==> src/rtl/mul_sequencer.sv <==
// Iterative radix-2 shift-add multiplier for mul/mulh/mulhu.
// Holds the pipeline via busy and returns the result with a one-cycle done pulse.
module mul_sequencer #(
  parameter int WIDTH = 32
) (
  input  logic             clk,
  input  logic             rst_n,
  input  logic             start,
  input  logic [3:0]       aluop,
  input  logic [WIDTH-1:0] op_a,
  input  logic [WIDTH-1:0] op_b,
  output logic             busy,
  output logic             done,
  output logic [WIDTH-1:0] result
);

  localparam int CW = $clog2(WIDTH) + 1;
  localparam logic [3:0] OP_MUL   = 4'b0101;
  localparam logic [3:0] OP_MULH  = 4'b0110;
  localparam logic [3:0] OP_MULHU = 4'b0111;

  typedef enum logic [1:0] {
    IDLE = 2'b00,
    RUN  = 2'b01,
    SIGN = 2'b10,
    DONE = 2'b11
  } state_t;

  state_t               state_r;
  logic                 is_mul_r;
  logic                 negate_r;
  logic [2*WIDTH-1:0]   multiplicand_r;
  logic [WIDTH-1:0]     multiplier_r;
  logic [2*WIDTH-1:0]   product_r;
  logic [CW-1:0]        counter_r;
  logic                 busy_r;
  logic                 done_r;
  logic [WIDTH-1:0]     result_r;

  logic                 valid_op_s;
  logic                 is_mulh_s;
  logic                 accept_s;
  logic [2*WIDTH-1:0]   product_signed_s;

  // Unsigned magnitude; the most negative value maps to itself read as unsigned.
  function automatic logic [WIDTH-1:0] magnitude(input logic [WIDTH-1:0] v);
    if (v[WIDTH-1]) begin
      magnitude = ~v + {{(WIDTH-1){1'b0}}, 1'b1};
    end else begin
      magnitude = v;
    end
  endfunction

  // Decode the request and form the sign-corrected product.
  always_comb begin
    valid_op_s = 1'b0;
    case (aluop)
      OP_MUL, OP_MULH, OP_MULHU: valid_op_s = 1'b1;
      default:                   valid_op_s = 1'b0;
    endcase
    is_mulh_s = (aluop == OP_MULH);
    accept_s  = start && valid_op_s && ((state_r == IDLE) || (state_r == DONE));
    if (negate_r) begin
      product_signed_s = ~product_r + {{(2*WIDTH-1){1'b0}}, 1'b1};
    end else begin
      product_signed_s = product_r;
    end
  end

  // Sequencer state, datapath registers and registered outputs.
  always_ff @(posedge clk) begin
    if (!rst_n) begin
      state_r        <= IDLE;
      is_mul_r       <= 1'b0;
      negate_r       <= 1'b0;
      multiplicand_r <= {(2*WIDTH){1'b0}};
      multiplier_r   <= {WIDTH{1'b0}};
      product_r      <= {(2*WIDTH){1'b0}};
      counter_r      <= {CW{1'b0}};
      busy_r         <= 1'b0;
      done_r         <= 1'b0;
      result_r       <= {WIDTH{1'b0}};
    end else if (accept_s) begin
      state_r        <= RUN;
      is_mul_r       <= (aluop == OP_MUL);
      negate_r       <= is_mulh_s ? (op_a[WIDTH-1] ^ op_b[WIDTH-1]) : 1'b0;
      multiplicand_r <= {{WIDTH{1'b0}}, (is_mulh_s ? magnitude(op_a) : op_a)};
      multiplier_r   <= is_mulh_s ? magnitude(op_b) : op_b;
      product_r      <= {(2*WIDTH){1'b0}};
      counter_r      <= {CW{1'b0}};
      busy_r         <= 1'b1;
      done_r         <= 1'b0;
    end else begin
      case (state_r)
        IDLE: begin
          busy_r <= 1'b0;
          done_r <= 1'b0;
        end
        RUN: begin
          if (multiplier_r[0]) begin
            product_r <= product_r + multiplicand_r;
          end
          multiplicand_r <= multiplicand_r << 1;
          multiplier_r   <= multiplier_r >> 1;
          counter_r      <= counter_r + {{(CW-1){1'b0}}, 1'b1};
          if (counter_r == CW'(WIDTH - 1)) begin
            state_r <= SIGN;
          end
        end
        SIGN: begin
          // Result is captured here so it is valid alongside the done pulse.
          product_r <= product_signed_s;
          result_r  <= is_mul_r ? product_signed_s[WIDTH-1:0]
                                : product_signed_s[2*WIDTH-1:WIDTH];
          busy_r    <= 1'b0;
          done_r    <= 1'b1;
          state_r   <= DONE;
        end
        DONE: begin
          done_r  <= 1'b0;
          state_r <= IDLE;
        end
        default: begin
          busy_r  <= 1'b0;
          done_r  <= 1'b0;
          state_r <= IDLE;
        end
      endcase
    end
  end

  assign busy   = busy_r;
  assign done   = done_r;
  assign result = result_r;

endmodule

==> config.mk <==
export PLATFORM = sky130hd
export DESIGN_NAME = mul_sequencer
export DESIGN_NICKNAME = d
export VERILOG_FILES = /design/src/rtl/mul_sequencer.sv
export SDC_FILE = /design/constraint.sdc
export NUM_CORES = 1
export LEC_CHECK = 0
export CAP_MARGIN = 20
export CORE_MARGIN = 8
export CORE_UTILIZATION = 40
export CTS_BUF_LIST = sky130_fd_sc_hd__clkbuf_4
export CTS_CLUSTER_SIZE = 16
export DETAILED_ROUTE_END_ITERATION = 10
export PLACE_DENSITY = 0.56
export SYNTH_ARGS = -nofsm -noshare
export SYNTH_HDL_FRONTEND = slang
export SYNTH_SLANG_ARGS = --single-unit
==> constraint.sdc <==
create_clock -name clk -period 7.5 [get_ports clk]
set_input_delay 1.125 -clock clk [delete_from_list [all_inputs] [get_ports clk]]
set_output_delay 1.125 -clock clk [all_outputs]
set_load 0.05 [all_outputs]
==> impl_metrics.ini, run 1 <==
[cts]
cts_buffers = 60
tritoncts = yes
ctsResizeCount = 0
clockRootBuffer = clkbuf_4
hold_buffers = 0
post_cts_buffers = 0
cts.path.max_buffers = 3
insertion_delay_ns = 0.81
clkTransAtPathRegs_ns = 0.07
cts_max_level = 2
cts.sinks = 204

[floorplanning]
die_x_um = 216
initial_core_util_pct = 40.4
fp.dieH_um = 216
die-area_um2 = 46600
coreArea_um2 = 39500
rows = 73
ioPinCount = 105

[global_routing]
grt_use_total_pct = 20.7
grt_util_met2_pct = 33.5
first_global_vias = 14600
grt.overflow.total = 0
grt_antenna_before_repair = 1
grt_start_max_net_pins = 86
grt_pass1_wl_mm = 79.4
met3_usage_pct = 2.99
grt_busiest_layer = met2
use_met1_pct = 27.6

[synthesis]
yosys_warnings = 0
synth.area.top_cells = dfxtp_1, mux2i_1, ha_1, nand2_1, a21oi_1
synth_cell_types = 78
synth_edf_count = 0
synth_seq_area_share_pct = 25.6
syn_avg_cell_area_um2 = 7.80
syn-instance-count = 2047
yosysTopAreaCell = dfxtp_1
ys_dominant_reg_cell = dfxtp_1
synth_top_cell_area_share_pct = 25.6
synthTopCellsByCount = nand2_1, dfxtp_1, a21oi_1, nor2_1, mux2i_1
syn_nets = 2192
ys_seq_elements = 204
synthArstFlopShare_pct = 0
synth.most_common_cell = nand2_1
syn_area_um2 = 16000

[pwr]
power_frac_seq_pct = 31.9
worst_ir_drop_vdd_v = 0.000165
p_switching_uw = 2060
p_int_uw = 2480
leakage_uw = 0.00773
clkPwrFrac_pct = 23.6
switching_share_pct = 45.4
p_per_area_nw_per_um2 = 251
comb_power_share_pct = 44.5

[route]
ant_nets = 0
wire_per_inst_um = 18.8
first_iter_violations = 1209
routed_wl_mm = 50.1
vias_per_cell = 5.72
drc = 0
dr.pass1.iters = 5
num_vias = 15200

[setup_path]
timing.critical_path.mode_cell = o21ai_0
crit_path_top_delay_cell = o21ai_0
crit_chain = ha_1 -> a21oi_1 -> nand2_1 -> o21ai_0 -> a21oi_1 -> o21ai_0 -> a21oi_1 -> o21ai_0 -> o21ai_0 -> or3_1 -> a31oi_1
setup.worst_path.end_class = flop
reg2reg_slack_ns = 3.36
cp_data_required_time_ns = 8.23
path_class = flop to flop
timing.rr.end = product_r[63]$_SDFFE_PP0P_
cp-start-kind = flop
crit_fanout = 6
critPathTopFamily = compound AO/OA/AOI/OAI gates
critPathMaxStageDelay_ns = 0.66
critPathBufInv = 0
rr_worst_depth = 11
r2r_start = product_r[4]$_SDFFE_PP0P_
critPathArrivalTime_ns = 4.87

[final_layout]
nets = 2232
post-route-util_pct = 45.7
fillers = 4034
drive_gt1_share_pct = 7.12
syn_to_final_growth_pct = 13.2

[place]
hpwl_mm = 37.0
routabilityCongestion = 0.902
io_buffers = 104

[hold_path]
worstHoldPathCells = 2
worstHoldStart = result[29]$_SDFFE_PN0P_
hold_end = result[29]$_SDFFE_PN0P_
hold_path.class = flop to flop

[timing]
max_freq_mhz = 241
min_period_ns = 4.14
grt_setup_unrepaired = false
tightest_slew_ns = 0.970
fin_setup_tns_ns = 0
fin_crit_sh_pct = 55.2
finalClockSkew_ns = 0.0335
max_slew_margin_pct = 34.6
finalSetupViolations = 0
drv_slew = 0
hold_viol = 0

[outcome]
status = finished, final reports clean

[run]
max-cap-violations = 0
-- logic make-up (layout without fill, tap and decap cells) --
kind of cell    after synthesis  after routing  share of synthesized area, %
compound gates              636            636                          27.1
buf+inv                     180            269                          4.28
mux                         141            141                          8.90
simple gates                648            648                          19.3
xor+xnor                    164            164                          8.99
fa+ha+maj                    74             74                          5.84
other cells                   0              2                             0
flops                       204            204                          25.6
-- worst register-to-register path, cell delays in order (launching register included) --
cell,delay [ns]
dfxtp_1,0.48
ha_1,0.35
a21oi_1,0.22
nand2_1,0.09
o21ai_0,0.34
a21oi_1,0.20
o21ai_0,0.43
a21oi_1,0.22
o21ai_0,0.66
o21ai_0,0.46
or3_1,0.48
a31oi_1,0.16
-- worst max-delay path by stage --
stage	from	end	slack, ns	depth (start not counted)
6_report	product_r[4]$_SDFFE_PP0P_	product_r[63]$_SDFFE_PP0P_	3.36	11
5_1_grt	product_r[0]$_SDFFE_PP0P_	product_r[58]$_SDFFE_PP0P_	3.19	12
4_1_cts	product_r[4]$_SDFFE_PP0P_	product_r[63]$_SDFFE_PP0P_	3.44	11
3_5_place_dp	op_a[2]	multiplicand_r[29]$_SDFFE_PN0P_	2.89	10
3_3_place_gp	op_a[4]	multiplicand_r[29]$_SDFFE_PN0P_	2.98	10
2_1_floorplan	op_a[4]	multiplicand_r[29]$_SDFFE_PN0P_	3.78	9
-- layout by cell type (no fill, tap or decap), drive strengths merged, types with 10 or more instances in the layout --
cell / synthesis / layout
a21boi: 14 / 14
a21o: 63 / 63
a21oi: 155 / 155
a221oi: 12 / 12
a22oi: 12 / 12
a31oi: 21 / 21
and2: 12 / 12
and3: 14 / 14
buf: 25 / 17
clkbuf: 117 / 89
clkdlybuf4s50: 0 / 103
clkinv: 0 / 20
dfxtp: 204 / 204
ha: 73 / 73
inv: 38 / 38
mux2i: 133 / 133
nand2: 237 / 237
nand2b: 17 / 17
nand3: 32 / 32
nand3b: 12 / 12
nand4: 29 / 29
nor2: 155 / 155
nor2b: 19 / 19
nor3: 49 / 49
o211a: 57 / 57
o211ai: 29 / 29
o21a: 24 / 24
o21ai: 132 / 132
o21bai: 14 / 14
o221ai: 10 / 10
o31ai: 29 / 29
o41ai: 14 / 14
or2: 11 / 11
or3: 17 / 17
or4: 18 / 18
xnor2: 88 / 88
xor2: 76 / 76
-- state kept, by name, summed over array words and instances (netlist names) --
signal	flops
multiplier_r	32
state_r	2
product_r	64
negate_r	1
multiplicand_r	64
counter_r	6
is_mul_r	1
done	1
busy	1
result	32
-- power groups by stage --
stage          sequential, uW  combinational [uW]  clock (uW)
2_1_floorplan            1430                1430           0
3_3_place_gp             1460                1980           0
3_5_place_dp             1470                1990           0
4_1_cts                  1440                2000        1110
5_1_grt                  1470                2200        1160
6_report                 1450                2020        1070
-- per-layer routing --
metal  wire length, um  up-vias
li1                  -     7625
met1             23200     7121
met2             22800      393
met3              2500       87
met4              1570        0
met5                 0        -
-- layout make-up --
class	instances	area (um^2)	share of cell area, %
Sequential cell	204	4090	22.6
Antenna cell	2	5.00	0.0277
Clock buffer	89	668	3.69
Timing Repair Buffer	120	1160	6.41
Multi-Input combinational cell	1663	11300	62.3
Clock inverter	22	93.8	0.519
Inverter	38	143	0.789
Tap cell	525	657	3.63
-- stage by stage --
step | setup slack [ns] | hold slack [ns] | power [uW] | instance area, um^2 | std cells
final | 3.36 | 0.472 | 4540 | 18100 | 2663
after floorplan | 3.78 | 0.468 | 2860 | 16000 | 2047
after global placement | 2.98 | 0.460 | 3440 | 17300 | 2550
after CTS | 3.44 | 0.476 | 4560 | 18100 | 2661
after global routing | 3.19 | 0.488 | 4830 | 18100 | 2662
after detailed placement | 2.89 | 0.464 | 3460 | 17300 | 2550
Power figures use the tool's default switching activity.
==> run 2: changes to the inputs <==
- PLACE_DENSITY: 0.56 -> 0.58
- clock period: 7.5 -> 3.8 ns (I/O delays scaled with it)
==> run 2 against run 1 <==
  * Die area is the same
  * Sequential share of layout area shrank 0.78 points
  * Register-to-register slack got worse by 3.2 ns
  * Flip-flop and latch count unchanged
  * Clock skew is 0.045 ns higher
  * Worst hold slack got worse by 0.13 ns
  * Final cell count increased by 2.9%
  * Critical path type unchanged
==> impl_metrics.ini, run 2 (synthesis gave the netlist of run 1 again) <==
[setup_path]
crit_path_top_delay_cell = or3b_2
cp-start-kind = flop
critPathMaxStageDelay_ns = 0.50
crit_fanout = 5
critPathArrivalTime_ns = 4.32
cp_data_required_time_ns = 4.52
critPathTopFamily = compound AO/OA/AOI/OAI gates
setup.worst_path.end_class = flop
crit_chain = ha_1 -> fa_1 -> a21oi_2 -> o22ai_1 -> a311oi_1 -> buf_4 -> o221ai_1 -> a21oi_1 -> o311ai_2 -> a31oi_2 -> or3b_2 -> a41oi_1 -> nor2_1
path_class = flop to flop
reg2reg_slack_ns = 0.20
critPathBufInv = 1

[pwr]
p_per_area_nw_per_um2 = 496
worst_ir_drop_vdd_v = 0.000285
leakage_uw = 0.00815
total_power_uw = 9290

[floorplanning]
ioPinCount = 105
die_x_um = 216
die-area_um2 = 46600
coreArea_um2 = 39500
initial_core_util_pct = 40.4
fp.dieH_um = 216
rows = 73

[outcome]
status = finished, final reports clean

[hold_path]
hold_path.class = primary input to flop

[timing]
max_slew_margin_pct = 25.6
min_period_ns = 3.60
tightest_slew_ns = 1.12
max_freq_mhz = 278
setup_ws_ns = 0.199
drv_slew = 0
fin_crit_sh_pct = 94.8
hold_viol = 0
finalClockSkew_ns = 0.0787
finalSetupViolations = 0

[place]
hpwl_mm = 38.6
placedCellCount = 2625
dpl_cell_area_um2 = 17900
io_buffers = 104
routabilityCongestion = 0.921
pre_cts_slack_ns = 0.0159

[route]
routed_wl_mm = 51.6
first_iter_violations = 1073
num_vias = 15500
vias_per_cell = 5.67
wire_per_inst_um = 18.8
drc = 0
dr.pass1.iters = 5
ant_nets = 0

[cts]
cts.path.max_buffers = 3
cts_max_level = 2
insertion_delay_ns = 0.84
clockRootBuffer = clkbuf_4
cts.sinks = 204
clkTransAtPathRegs_ns = 0.06
cts_buffers = 60
hold_buffers = 0
tritoncts = yes

[global_routing]
grt_pass1_wl_mm = 82.0
grt_antenna_before_repair = 2
grt_use_total_pct = 21.4
first_global_vias = 15100
grt_start_max_net_pins = 125
grt.overflow.total = 0

[run]
max-cap-violations = 0

[final_layout]
mostFrequentLayoutCells = nand2_1, dfxtp_1, nor2_1, a21oi_1, mux2i_1
fin_area_um2 = 18700
final_common_cell = nand2_1
syn_to_final_growth_pct = 17.3
nets = 2308
drive_gt1_share_pct = 10.3
top_regs = multiplicand_r: 64 flops, product_r: 64 flops
instances_no_fill = 2739
run 2: cell types whose count changed in the layout (fill, tap and decap cells not counted), moves of 2 or more:
cell and change:
o21ai_1 +3, clkinvlp_4 -2, o21ai_0 -3, clkbuf_4 -4, clkinv_1 +5, buf_12 +3, buf_4 +73, clkinv_2 -2
run 2: path summary, 6_finish.rpt:
| check | from | endpoint | cells after the start |
|---|---|---|---|
| worst min-delay path | rst_n | multiplicand_r[62]$_SDFFE_PP0P_ | 3 |
| worst min register to register | result[29]$_SDFFE_PN0P_ | result[29]$_SDFFE_PN0P_ | 2 |
| worst max register to register | multiplicand_r[0]$_SDFFE_PN0P_ | product_r[54]$_SDFFE_PP0P_ | 13 |
| worst max-delay path | multiplicand_r[0]$_SDFFE_PN0P_ | product_r[54]$_SDFFE_PP0P_ | 13 |
run 2: metal layers:
layer | vias up | GRT usage, % | wire length (um)
met5 | - | 0 | 0
met4 | 0 | 7.47 | 1540
met3 | 101 | 3.85 | 2620
met2 | 440 | 34.6 | 23400
met1 | 7244 | 28.4 | 24000
li1 | 7756 | - | -
run 2: repair_timing:
item	in CTS	in global routing
setup buffers	0	1
gates resized for setup	0	9
endpoints found under the setup margin	0	8
run 2: final cells by class:
| type | count | area (um^2) |
|---|---|---|
| clock inverter | 25 | 126 |
| clock buffer | 85 | 638 |
| inverter | 38 | 143 |
| sequential | 204 | 4090 |
| timing repair buffer | 196 | 1770 |
| antenna | 3 | 7.51 |
| fill | 3958 | 20800 |
| multi-input combinational | 1663 | 11300 |
| tap | 525 | 657 |
run 2: power by group:
part	internal, uW	total, uW	switching (uW)	leakage [uW]
Sequential	2410	2800	385	0.00165
Combinational	1630	4350	2720	0.00604
Clock	1090	2150	1050	0.000448
run 2: metrics by stage:
step / util, % / hold slack (ns) / TNS, ns
floorplan: - / 0.468 / 0
global placement: 45.3 / 0.462 / 0
detailed placement: 45.3 / 0.471 / 0
CTS: 47.2 / 0.304 / 0
global route: 47.4 / 0.308 / -0.000121
finish: 47.4 / 0.338 / 0
run 2: worst reg2reg max path: stages, from the launching register on:
cell	delay, ns
dfxtp_1	0.36
ha_1	0.21
fa_1	0.27
a21oi_2	0.09
o22ai_1	0.26
a311oi_1	0.14
buf_4	0.16
o221ai_1	0.39
a21oi_1	0.23
o311ai_2	0.43
a31oi_2	0.25
or3b_2	0.50
a41oi_1	0.19
nor2_1	0.07
==> run 3: changes to the inputs <==
- TNS_END_PERCENT: unset -> 5
==> results of run 3 <==
The final DEF is identical to that of run 2; final timing and power are the same.
